File: src/rtl/mem_access.sv
// mem_access: memory stage behind the cushion register.
// Runs the latched load/store requests on the data-memory valid/ready
// interface. It extracts and sign-extends load data and registers the writeback pair.
// STALL holds the upstream stages while a memory transaction is in flight.
//
// Ports:
//   CLK, RST (sync, active-low), FLUSH
//   STALL                       - hold request to cushion/upstream
//   CUSHION_REG_W_*             - non-memory writeback pair
//   CUSHION_MEM_R_* / _W_*      - load / store requests from cushion
//   DMEM_RDREQ_* / DMEM_RDDATA* - read request / response channel
//   DMEM_WRREQ_*                - write request channel
//   MEM_REG_W_RD/DATA           - registered writeback pair
module mem_access (
  input  logic        CLK,
  input  logic        RST,
  input  logic        FLUSH,
  output logic        STALL,
  input  logic [4:0]  CUSHION_REG_W_RD,
  input  logic [31:0] CUSHION_REG_W_DATA,
  input  logic        CUSHION_MEM_R_VALID,
  input  logic [4:0]  CUSHION_MEM_R_RD,
  input  logic [31:0] CUSHION_MEM_R_ADDR,
  input  logic [3:0]  CUSHION_MEM_R_STRB,
  input  logic        CUSHION_MEM_R_SIGNED,
  input  logic        CUSHION_MEM_W_VALID,
  input  logic [31:0] CUSHION_MEM_W_ADDR,
  input  logic [3:0]  CUSHION_MEM_W_STRB,
  input  logic [31:0] CUSHION_MEM_W_DATA,
  output logic        DMEM_RDREQ_VALID,
  output logic [31:0] DMEM_RDREQ_ADDR,
  input  logic        DMEM_RDREQ_READY,
  input  logic        DMEM_RDDATA_VALID,
  input  logic [31:0] DMEM_RDDATA,
  output logic        DMEM_WRREQ_VALID,
  output logic [31:0] DMEM_WRREQ_ADDR,
  output logic [3:0]  DMEM_WRREQ_STRB,
  output logic [31:0] DMEM_WRREQ_DATA,
  input  logic        DMEM_WRREQ_READY,
  output logic [4:0]  MEM_REG_W_RD,
  output logic [31:0] MEM_REG_W_DATA
);

  typedef enum logic [2:0] {IDLE, RREQ, RWAIT, WREQ, DONE} state_t;

  state_t      state_q, state_d;
  logic        kill_q, kill_d;
  logic        w_pend_q, w_pend_d;
  logic [4:0]  r_rd_q, r_rd_d;
  logic [31:0] r_addr_q, r_addr_d;
  logic [3:0]  r_strb_q, r_strb_d;
  logic        r_signed_q, r_signed_d;
  logic [31:0] w_addr_q, w_addr_d;
  logic [3:0]  w_strb_q, w_strb_d;
  logic [31:0] w_data_q, w_data_d;
  logic [4:0]  wb_rd_q, wb_rd_d;
  logic [31:0] wb_data_q, wb_data_d;

  logic mem_req;
  assign mem_req = CUSHION_MEM_R_VALID | CUSHION_MEM_W_VALID;

  // Align the lowest enabled lane to bit 0, then size/extend by mask shape.
  // Masks that are not a byte, aligned half or full word pass the raw word.
  function automatic logic [31:0] extract(input logic [3:0] strb,
                                          input logic sgn,
                                          input logic [31:0] data);
    logic [4:0]  shift;
    logic [31:0] v;
    shift = strb[0] ? 5'd0 : strb[1] ? 5'd8 : strb[2] ? 5'd16 :
            strb[3] ? 5'd24 : 5'd0;
    v = data >> shift;
    case (strb)
      4'b0001, 4'b0010, 4'b0100, 4'b1000:
        extract = {{24{sgn & v[7]}}, v[7:0]};
      4'b0011, 4'b1100:
        extract = {{16{sgn & v[15]}}, v[15:0]};
      default: extract = data;
    endcase
  endfunction

  always_comb begin
    state_d    = state_q;
    kill_d     = kill_q;
    w_pend_d   = w_pend_q;
    r_rd_d     = r_rd_q;
    r_addr_d   = r_addr_q;
    r_strb_d   = r_strb_q;
    r_signed_d = r_signed_q;
    w_addr_d   = w_addr_q;
    w_strb_d   = w_strb_q;
    w_data_d   = w_data_q;
    wb_rd_d    = wb_rd_q;
    wb_data_d  = wb_data_q;
    case (state_q)
      IDLE: begin
        kill_d = 1'b0;
        if (FLUSH) begin
          wb_rd_d = 5'd0;
        end else if (mem_req) begin
          r_rd_d     = CUSHION_MEM_R_RD;
          r_addr_d   = CUSHION_MEM_R_ADDR;
          r_strb_d   = CUSHION_MEM_R_STRB;
          r_signed_d = CUSHION_MEM_R_SIGNED;
          w_pend_d   = CUSHION_MEM_W_VALID;
          w_addr_d   = CUSHION_MEM_W_ADDR;
          w_strb_d   = CUSHION_MEM_W_STRB;
          w_data_d   = CUSHION_MEM_W_DATA;
          wb_rd_d    = 5'd0;
          state_d    = CUSHION_MEM_R_VALID ? RREQ : WREQ;
        end else begin
          wb_rd_d   = CUSHION_REG_W_RD;
          wb_data_d = CUSHION_REG_W_DATA;
        end
      end
      RREQ: begin
        if (FLUSH) kill_d = 1'b1;
        if (DMEM_RDREQ_READY) state_d = RWAIT;
      end
      RWAIT: begin
        if (FLUSH) kill_d = 1'b1;
        if (DMEM_RDDATA_VALID) begin
          // A flush arriving with the data kills it too.
          wb_rd_d   = (kill_q | FLUSH) ? 5'd0 : r_rd_q;
          wb_data_d = extract(r_strb_q, r_signed_q, DMEM_RDDATA);
          state_d   = w_pend_q ? WREQ : DONE;
        end
      end
      WREQ: begin
        if (FLUSH) kill_d = 1'b1;
        if (DMEM_WRREQ_READY) state_d = DONE;
      end
      DONE: begin
        // Load result was presented during DONE; retire it now.
        wb_rd_d = 5'd0;
        kill_d  = 1'b0;
        state_d = IDLE;
      end
      default: state_d = IDLE;
    endcase
  end

  always_ff @(posedge CLK) begin
    if (!RST) begin
      state_q    <= IDLE;
      kill_q     <= 1'b0;
      w_pend_q   <= 1'b0;
      r_rd_q     <= '0;
      r_addr_q   <= '0;
      r_strb_q   <= '0;
      r_signed_q <= 1'b0;
      w_addr_q   <= '0;
      w_strb_q   <= '0;
      w_data_q   <= '0;
      wb_rd_q    <= '0;
      wb_data_q  <= '0;
    end else begin
      state_q    <= state_d;
      kill_q     <= kill_d;
      w_pend_q   <= w_pend_d;
      r_rd_q     <= r_rd_d;
      r_addr_q   <= r_addr_d;
      r_strb_q   <= r_strb_d;
      r_signed_q <= r_signed_d;
      w_addr_q   <= w_addr_d;
      w_strb_q   <= w_strb_d;
      w_data_q   <= w_data_d;
      wb_rd_q    <= wb_rd_d;
      wb_data_q  <= wb_data_d;
    end
  end

  // Request channels decode straight from the state flop; address/data
  // come from the latched registers so they stay stable until READY.
  assign DMEM_RDREQ_VALID = (state_q == RREQ);
  assign DMEM_RDREQ_ADDR  = r_addr_q;
  assign DMEM_WRREQ_VALID = (state_q == WREQ);
  assign DMEM_WRREQ_ADDR  = w_addr_q;
  assign DMEM_WRREQ_STRB  = w_strb_q;
  assign DMEM_WRREQ_DATA  = w_data_q;
  assign MEM_REG_W_RD     = wb_rd_q;
  assign MEM_REG_W_DATA   = wb_data_q;

  // Held low while RST is asserted so upstream never sees a stall from
  // stale request inputs during reset.
  assign STALL = RST & ((state_q == RREQ) | (state_q == RWAIT) |
                        (state_q == WREQ) | ((state_q == IDLE) & mem_req));

endmodule

File: config.mk
export PLATFORM = sky130hd
export DESIGN_NAME = mem_access
export DESIGN_NICKNAME = d
export VERILOG_FILES = /design/src/rtl/mem_access.sv
export SDC_FILE = /design/constraint.sdc
export NUM_CORES = 1
export LEC_CHECK = 0
export CORE_MARGIN = 4
export CORE_UTILIZATION = 35
export DETAILED_ROUTE_END_ITERATION = 6
export PLACE_DENSITY = 0.72
export SLEW_MARGIN = 20
export SYNTH_ARGS = -nofsm -noshare
export SYNTH_HDL_FRONTEND = slang
export SYNTH_SLANG_ARGS = --single-unit
File: constraint.sdc
create_clock -name CLK -period 2.4 [get_ports CLK]
set_input_delay 0.36 -clock CLK [delete_from_list [all_inputs] [get_ports CLK]]
set_output_delay 0.36 -clock CLK [all_outputs]
set_load 0.05 [all_outputs]
==> results.sh, run 1 <==
export IMPL_p_clk_frac=0.236
export IMPL_path_clk_slew_ns=0.07
export IMPL_arrival_ns=2.40
export IMPL_hpwl_um=16700
export IMPL_min_from="DMEM_RDREQ_ADDR[25]"
export IMPL_fin_crit_ns=2.14
export IMPL_synthArstFlopShare=0
export IMPL_ant_nets=0
export IMPL_clock_latency_ns=0.42
export IMPL_drv_slew=0
export IMPL_io_pins=327
export IMPL_powerDensity_nw_per_um2=1090
export IMPL_dieHeight_um=143
export IMPL_routed_wl_um=23300
export IMPL_setup_viol=0
export IMPL_final_cell_mix="clkdlybuf4s50_1, nand2_1, dfxtp_1"
export IMPL_setup_tns_ns=0
export IMPL_initialDrtViolationCount=353
export IMPL_start_kind="flop"
export IMPL_final_util=0.589
export IMPL_rows=49
export IMPL_holdWs_ns=0.452
export IMPL_pwr_share_comb=0.468
export IMPL_wl_met3_um=2680
export IMPL_yosysWarningCount=0
export IMPL_p_int_mw=6.53
export IMPL_slew_headroom=0.529
export IMPL_dieWidth_um=143
export IMPL_drive_gt1_frac=0.0790
export IMPL_grt_pass1_vias=6724
export IMPL_ys_ff_latch=152
export IMPL_rsz0062_at_grt="false"
export IMPL_ctsHoldBuffers=0
export IMPL_seqPwrFrac=0.296
export IMPL_worst_setup_path_end_kind="flop"
export IMPL_synth_edf_count=0
export IMPL_grt_antenna_before_repair=0
export IMPL_n_fill_cell=1622
export IMPL_power_total_mw=11.5
export IMPL_numCtsBuffers=17
export IMPL_max_vdd_ir_drop_mv=0.640
export IMPL_path_class="reg2reg"
export IMPL_crit_fanout=19
export IMPL_num_vias=7014
export IMPL_setup_worst_path_end="MEM_REG_W_DATA[30]"
export IMPL_reg2regPathDepth=4
export IMPL_post_cts_buffers=0
export IMPL_drtPass1Iterations=6
export IMPL_final_hold_violation_count=0
export IMPL_swShare=0.431
export IMPL_required_ns=2.66
export IMPL_n_antenna_cell=0
export IMPL_synthCells=809
export IMPL_worstReg2RegEnd="MEM_REG_W_DATA[30]"
export IMPL_max_freq_mhz=467
export IMPL_layout_commonest_cell="clkdlybuf4s50_1"
export IMPL_cts_tree="done"
export IMPL_worstReg2RegStart="state_q[1]"
export IMPL_viasPerCell=5.17
export IMPL_syn_nets=996
export IMPL_wl_per_cell_um=17.2
export IMPL_wl_met1_um=9000
export IMPL_synthFlopType="dfxtp_1"
export IMPL_grt_max_degree=143
export IMPL_max_cap_violations=0
export IMPL_ys_types=50
export IMPL_switchingPower_mw=4.95
export IMPL_dieArea_um2=20500
export IMPL_grt_pass1_wl_um=34900
export IMPL_port_buffers=326
export IMPL_overflow=0
export IMPL_clockBufferDepth=2
export IMPL_final_nets=1301
export IMPL_regToRegSetupSlack_ns=0.26
export IMPL_track_usage=0.215
export IMPL_ctsHtreeMaxLevel=4
export IMPL_core_um2=18000
export IMPL_final_setup_skew_ns=0.0125
export IMPL_worst_slew_pin_slew_ns=0.707
export IMPL_yosysSeqAreaShare=0.475
export IMPL_syn_area_um2=6400
export IMPL_p_leak_nw=3.79
export IMPL_outcome="finished clean"
export IMPL_routabilityCongestion=0.880
export IMPL_worstSetupStartpoint="state_q[1]"
export IMPL_wl_met2_um=10800
export IMPL_clock_root_buffer="clkbuf_16"
export IMPL_synthToLayoutAreaGrowth_pct=65.2
export IMPL_drc=0
export IMPL_finalCritPeriodShare=0.891
export IMPL_routed_top_layer="met4"
export IMPL_cts_sinks=152
export IMPL_initial_core_util=0.356
export IMPL_hold_path_class="reg2reg"
export IMPL_avgSynthCellArea_um2=7.91
[critical path, cell delays in order (launching register included)]
cell and delay (ns):
dfxtp_1 0.54, or3b_1 0.70, nor4_4 0.44, buf_12 0.21, a221oi_1 0.10
[synthesized netlist by cell type, types with 4 or more instances]
cell type  instances  share of area
nand2_1          269           0.16
dfxtp_1          152           0.48
a21oi_1          132           0.10
clkbuf_1          43          0.025
o21ai_0           31          0.024
buf_2             18          0.014
nor2_1            18          0.011
a221oi_1          15          0.021
o211ai_1          14          0.016
a221oi_2          10          0.023
o22ai_1            8         0.0078
a222oi_1           7          0.011
a2bb2oi_1          7         0.0096
a31o_2             7         0.0096
or3_1              7         0.0068
a211oi_1           6         0.0070
a22oi_1            5         0.0059
inv_1              5         0.0029
nor3_1             5         0.0039
and2_1             4         0.0039
nor4_1             4         0.0039
[state kept, by name (all words and copies together) (netlist names)]
signal           count
MEM_REG_W_DATA      32
DMEM_WRREQ_ADDR     32
r_rd_q               5
r_signed_q           1
DMEM_RDREQ_ADDR     32
kill_q               1
state_q              3
DMEM_WRREQ_STRB      4
r_strb_q             4
w_pend_q             1
MEM_REG_W_RD         5
DMEM_WRREQ_DATA     32
[layout make-up]
class                   count  area, um^2  area share
well taps                 229         287      0.0271
clock buffers              18         429      0.0406
flip-flops and latches    152        3040       0.288
clock inverters            14         161      0.0153
inverters                   7        28.8     0.00272
repair buffers            352        3570       0.338
multi-input cells         584        3050       0.289
[cell families after synthesis]
family,Yosys count,synth area share
buffers and inverters,73,0.0504
multiplexers,2,0.00313
flip-flops,152,0.475
AND/OR/NAND/NOR,327,0.212
XOR/XNOR,5,0.00684
AO/OA/AOI/OAI,250,0.252
[per-stage QoR]
step / instances / area (um^2) / setup slack, ns
3_5_place_dp: 1324 / 9980 / 0.0110
3_3_place_gp: 1324 / 9980 / 0.0937
6_report: 1356 / 10600 / 0.261
2_1_floorplan: 809 / 6400 / 0.347
4_1_cts: 1356 / 10600 / 0.00685
5_1_grt: 1356 / 10600 / 0.0562
[routing by layer]
metal,track usage,up-vias
li1,-,3412
met1,0.247,3235
met2,0.347,309
met3,0.0874,58
met4,0.103,0
met5,0,-
[how the worst min path moves through the flow]
stage,to,slack [ns],cells after the start
6_report,DMEM_RDREQ_ADDR[25],0.45,2
3_3_place_gp,DMEM_WRREQ_DATA[11],0.44,2
4_1_cts,DMEM_WRREQ_ADDR[31],0.45,2
2_1_floorplan,r_rd_q[0],0.44,2
5_1_grt,DMEM_RDREQ_ADDR[2],0.47,2
3_5_place_dp,DMEM_WRREQ_ADDR[31],0.45,2
[what timing repair did]
action	CTS	global route
endpoints found under the setup margin	0	2
resized for setup	0	2
hold endpoints to repair	0	0
[power by group through the flow]
stage	logic [mW]	registers, mW	clock network (mW)
after global routing	5.68	3.47	2.88
after detailed placement	5.38	3.45	0
final	5.37	3.40	2.71
after global placement	5.34	3.43	0
after floorplan	1.71	5.12	0
after CTS	5.39	3.40	2.77
(Power assumes the default switching activity.)
==> run 2: changes to the inputs <==
--- a/config.mk
+++ b/config.mk
@@ -5,10 +5,11 @@
 export SDC_FILE = /design/constraint.sdc
 export NUM_CORES = 1
 export LEC_CHECK = 0
+export ABC_AREA = 1
 export CORE_MARGIN = 4
 export CORE_UTILIZATION = 35
 export DETAILED_ROUTE_END_ITERATION = 6
-export PLACE_DENSITY = 0.72
+export PLACE_DENSITY = 0.71
 export SLEW_MARGIN = 20
 export SYNTH_ARGS = -nofsm -noshare
 export SYNTH_HDL_FRONTEND = slang
==> run 2 against run 1 <==
Register-to-register slack improved by 0.16 ns. Worst hold slack got worse by 0.13 ns. Die area rose by 4.5%. Sequential cell count did not move. Via count rose by 3.0%. Largest power group unchanged.
==> results.sh, run 2 <==
export IMPL_outcome="finished clean"
export IMPL_ctsHtreeMaxLevel=4
export IMPL_ctsHoldBuffers=0
export IMPL_dp_cells=1458
export IMPL_synth_most_common_cell="nor2_1"
export IMPL_worst_slew_pin_slew_ns=0.617
export IMPL_power_total_mw=13.6
export IMPL_core_um2=18800
export IMPL_powerDensity_nw_per_um2=1270
export IMPL_final_cell_mix="clkdlybuf4s50_1, nor2_1, o21ai_0"
export IMPL_setup_worst_path_end="DMEM_WRREQ_VALID"
export IMPL_numCtsBuffers=17
export IMPL_ys_types=33
export IMPL_grt_antenna_before_repair=1
export IMPL_io_pins=327
export IMPL_worst_setup_path_end_kind="output pin"
export IMPL_synthCells=948
export IMPL_final_cells=1490
export IMPL_reg2regPathDepth=11
export IMPL_num_vias=7222
export IMPL_path_class="reg2out"
export IMPL_path_delay_family="buffers and inverters"
export IMPL_setup_ws_ns=0.0728
export IMPL_path_clk_slew_ns=0.07
export IMPL_synth_edf_count=0
export IMPL_ctsResizeCount=1
export IMPL_synth_area_leaders="dfxtp_1, nor2_1, o21ai_0"
export IMPL_clockBufferDepth=2
export IMPL_track_usage=0.218
export IMPL_grt_max_degree=151
export IMPL_clock_root_buffer="clkbuf_16"
export IMPL_yosysTopAreaCellShare=0.454
export IMPL_p_leak_nw=4.46
export IMPL_n_fill_cell=1769
export IMPL_rows=50
export IMPL_final_nets=1430
export IMPL_start_kind="flop"
export IMPL_max_freq_mhz=430
export IMPL_initial_core_util=0.357
export IMPL_ys_ff_latch=152
export IMPL_pre_cts_slack_ns=0.352
export IMPL_worstSetupStartpoint="state_q[2]"
export IMPL_worstReg2RegEnd="MEM_REG_W_DATA[21]"
export IMPL_max_cap_violations=0
export IMPL_avgSynthCellArea_um2=7.07
export IMPL_setup_viol=0
export IMPL_drv_slew=0
export IMPL_max_stage_delay_ns=0.80
export IMPL_layout_commonest_cell="clkdlybuf4s50_1"
export IMPL_yosysSeqAreaShare=0.454
export IMPL_syn_nets=1135
export IMPL_grt_pass1_wl_um=37600
export IMPL_path_common_cell="inv_1"
export IMPL_cp_depth=4
export IMPL_final_setup_skew_ns=0.00862
export IMPL_crit_fanout=6
export IMPL_finalCritPeriodShare=0.970
export IMPL_regToRegSetupSlack_ns=0.42
export IMPL_port_buffers=326
export IMPL_required_ns=2.04
export IMPL_cp_slowest_cell="clkdlybuf4s50_1"
export IMPL_drive_gt1_frac=0.0661
export IMPL_synth_top_cells_by_count="nor2_1, o21ai_0, dfxtp_1"
export IMPL_wl_per_cell_um=16.2
export IMPL_grt_pass1_vias=7047
export IMPL_dieHeight_um=146
export IMPL_ant_nets=0
export IMPL_cts_tree="done"
export IMPL_crit_buf_inv=3
export IMPL_slew_headroom=0.587
export IMPL_hpwl_um=17400
export IMPL_dieArea_um2=21400
export IMPL_post_cts_buffers=0
export IMPL_yosysWarningCount=0
export IMPL_yosys_area_top_type="dfxtp_1"
export IMPL_synthFlopType="dfxtp_1"
export IMPL_hold_path_class="in2reg"
export IMPL_rsz0062_at_grt="false"
export IMPL_final_hold_violation_count=0
export IMPL_synthToLayoutAreaGrowth_pct=59.5
export IMPL_max_vdd_ir_drop_mv=0.595
export IMPL_drtPass1Iterations=5
export IMPL_syn_area_um2=6700
export IMPL_final_util=0.570
export IMPL_cts_sinks=152
export IMPL_crit_chain="inv_1, nand3_1, inv_1, clkdlybuf4s50_1"
export IMPL_initialDrtViolationCount=338
export IMPL_routabilityCongestion=0.926
export IMPL_clock_latency_ns=0.41
export IMPL_arrival_ns=1.97
export IMPL_routed_wl_um=24100
export IMPL_fin_crit_ns=2.33
export IMPL_overflow=0
export IMPL_viasPerCell=4.85
export IMPL_dieWidth_um=146
export IMPL_worstReg2RegStart="r_strb_q[0]"
export IMPL_setup_tns_ns=0
export IMPL_drc=0
export IMPL_synthArstFlopShare=0
[run 2: cell types whose count changed after synthesis, moves of 24 or more]
cell,change
inv_1,+32
nand3_1,+24
nand2_1,-171
nor2_1,+248
a21oi_1,-55
o21ai_0,+135
[run 2: worst min-delay path by stage]
stage                             from                 end  slack, ns  cells after the start
floorplan                  r_strb_q[3]         r_strb_q[3]       0.47                      2
global placement    DMEM_WRREQ_ADDR[5]  DMEM_WRREQ_ADDR[5]       0.48                      2
detailed placement         r_strb_q[3]         r_strb_q[3]       0.50                      2
CTS                                RST          state_q[2]       0.31                      3
global route                       RST          state_q[2]       0.31                      3
finish                             RST          state_q[2]       0.32                      3
[run 2: metal layers]
| metal | GRT usage | part of all wire | vias to the layer above |
|---|---|---|---|
| met5 | 0 | 0 | - |
| met4 | 0.0753 | 0.025 | 0 |
| met3 | 0.0835 | 0.096 | 30 |
| met2 | 0.369 | 0.48 | 288 |
| met1 | 0.252 | 0.39 | 3244 |
| li1 | - | - | 3660 |
[run 2: metrics by stage]
step           hold slack [ns]  instance area [um^2]
2_1_floorplan            0.470                  6700
3_3_place_gp             0.480                 10100
3_5_place_dp             0.496                 10100
4_1_cts                  0.308                 10700
5_1_grt                  0.307                 10700
6_report                 0.324                 10700
[run 2: power by group]
group | leakage, nW | switching [mW] | internal, mW
registers | 1.25 | 0.378 | 3.26
logic | 2.91 | 4.83 | 2.32
clock network | 0.299 | 1.15 | 1.66
[run 2: cell families (layout without fill, tap and decap cells)]
| logic type | count (synthesis) | after routing | synth area share |
|---|---|---|---|
| buf+inv | 106 | 413 | 0.0750 |
| simple gates | 430 | 430 | 0.270 |
| other cells | 0 | 1 | 0 |
| flops | 152 | 152 | 0.454 |
| compound gates | 260 | 260 | 0.201 |
[run 2: layout make-up]
type                    instances  area, um^2  area share
diodes                          1        2.50    0.000234
clock buffers                  17         425      0.0398
clock inverters                14         186      0.0174
inverters                      45         170      0.0159
multi-input cells             690        3160       0.295
flip-flops and latches        152        3040       0.285
well taps                     234         293      0.0274
repair buffers                337        3410       0.319
[run 2: worst reg2reg max path, cell delays in order, from the launching register on]
cell     delay (ns)
dfxtp_1        0.38
inv_2          0.10
nand2_2        0.09
nand2_1        0.06
nand2_1        0.15
nand3_2        0.34
buf_4          0.32
nor2_1         0.09
nor2_1         0.05
nand3_1        0.13
nand2_1        0.07
a21oi_1        0.12
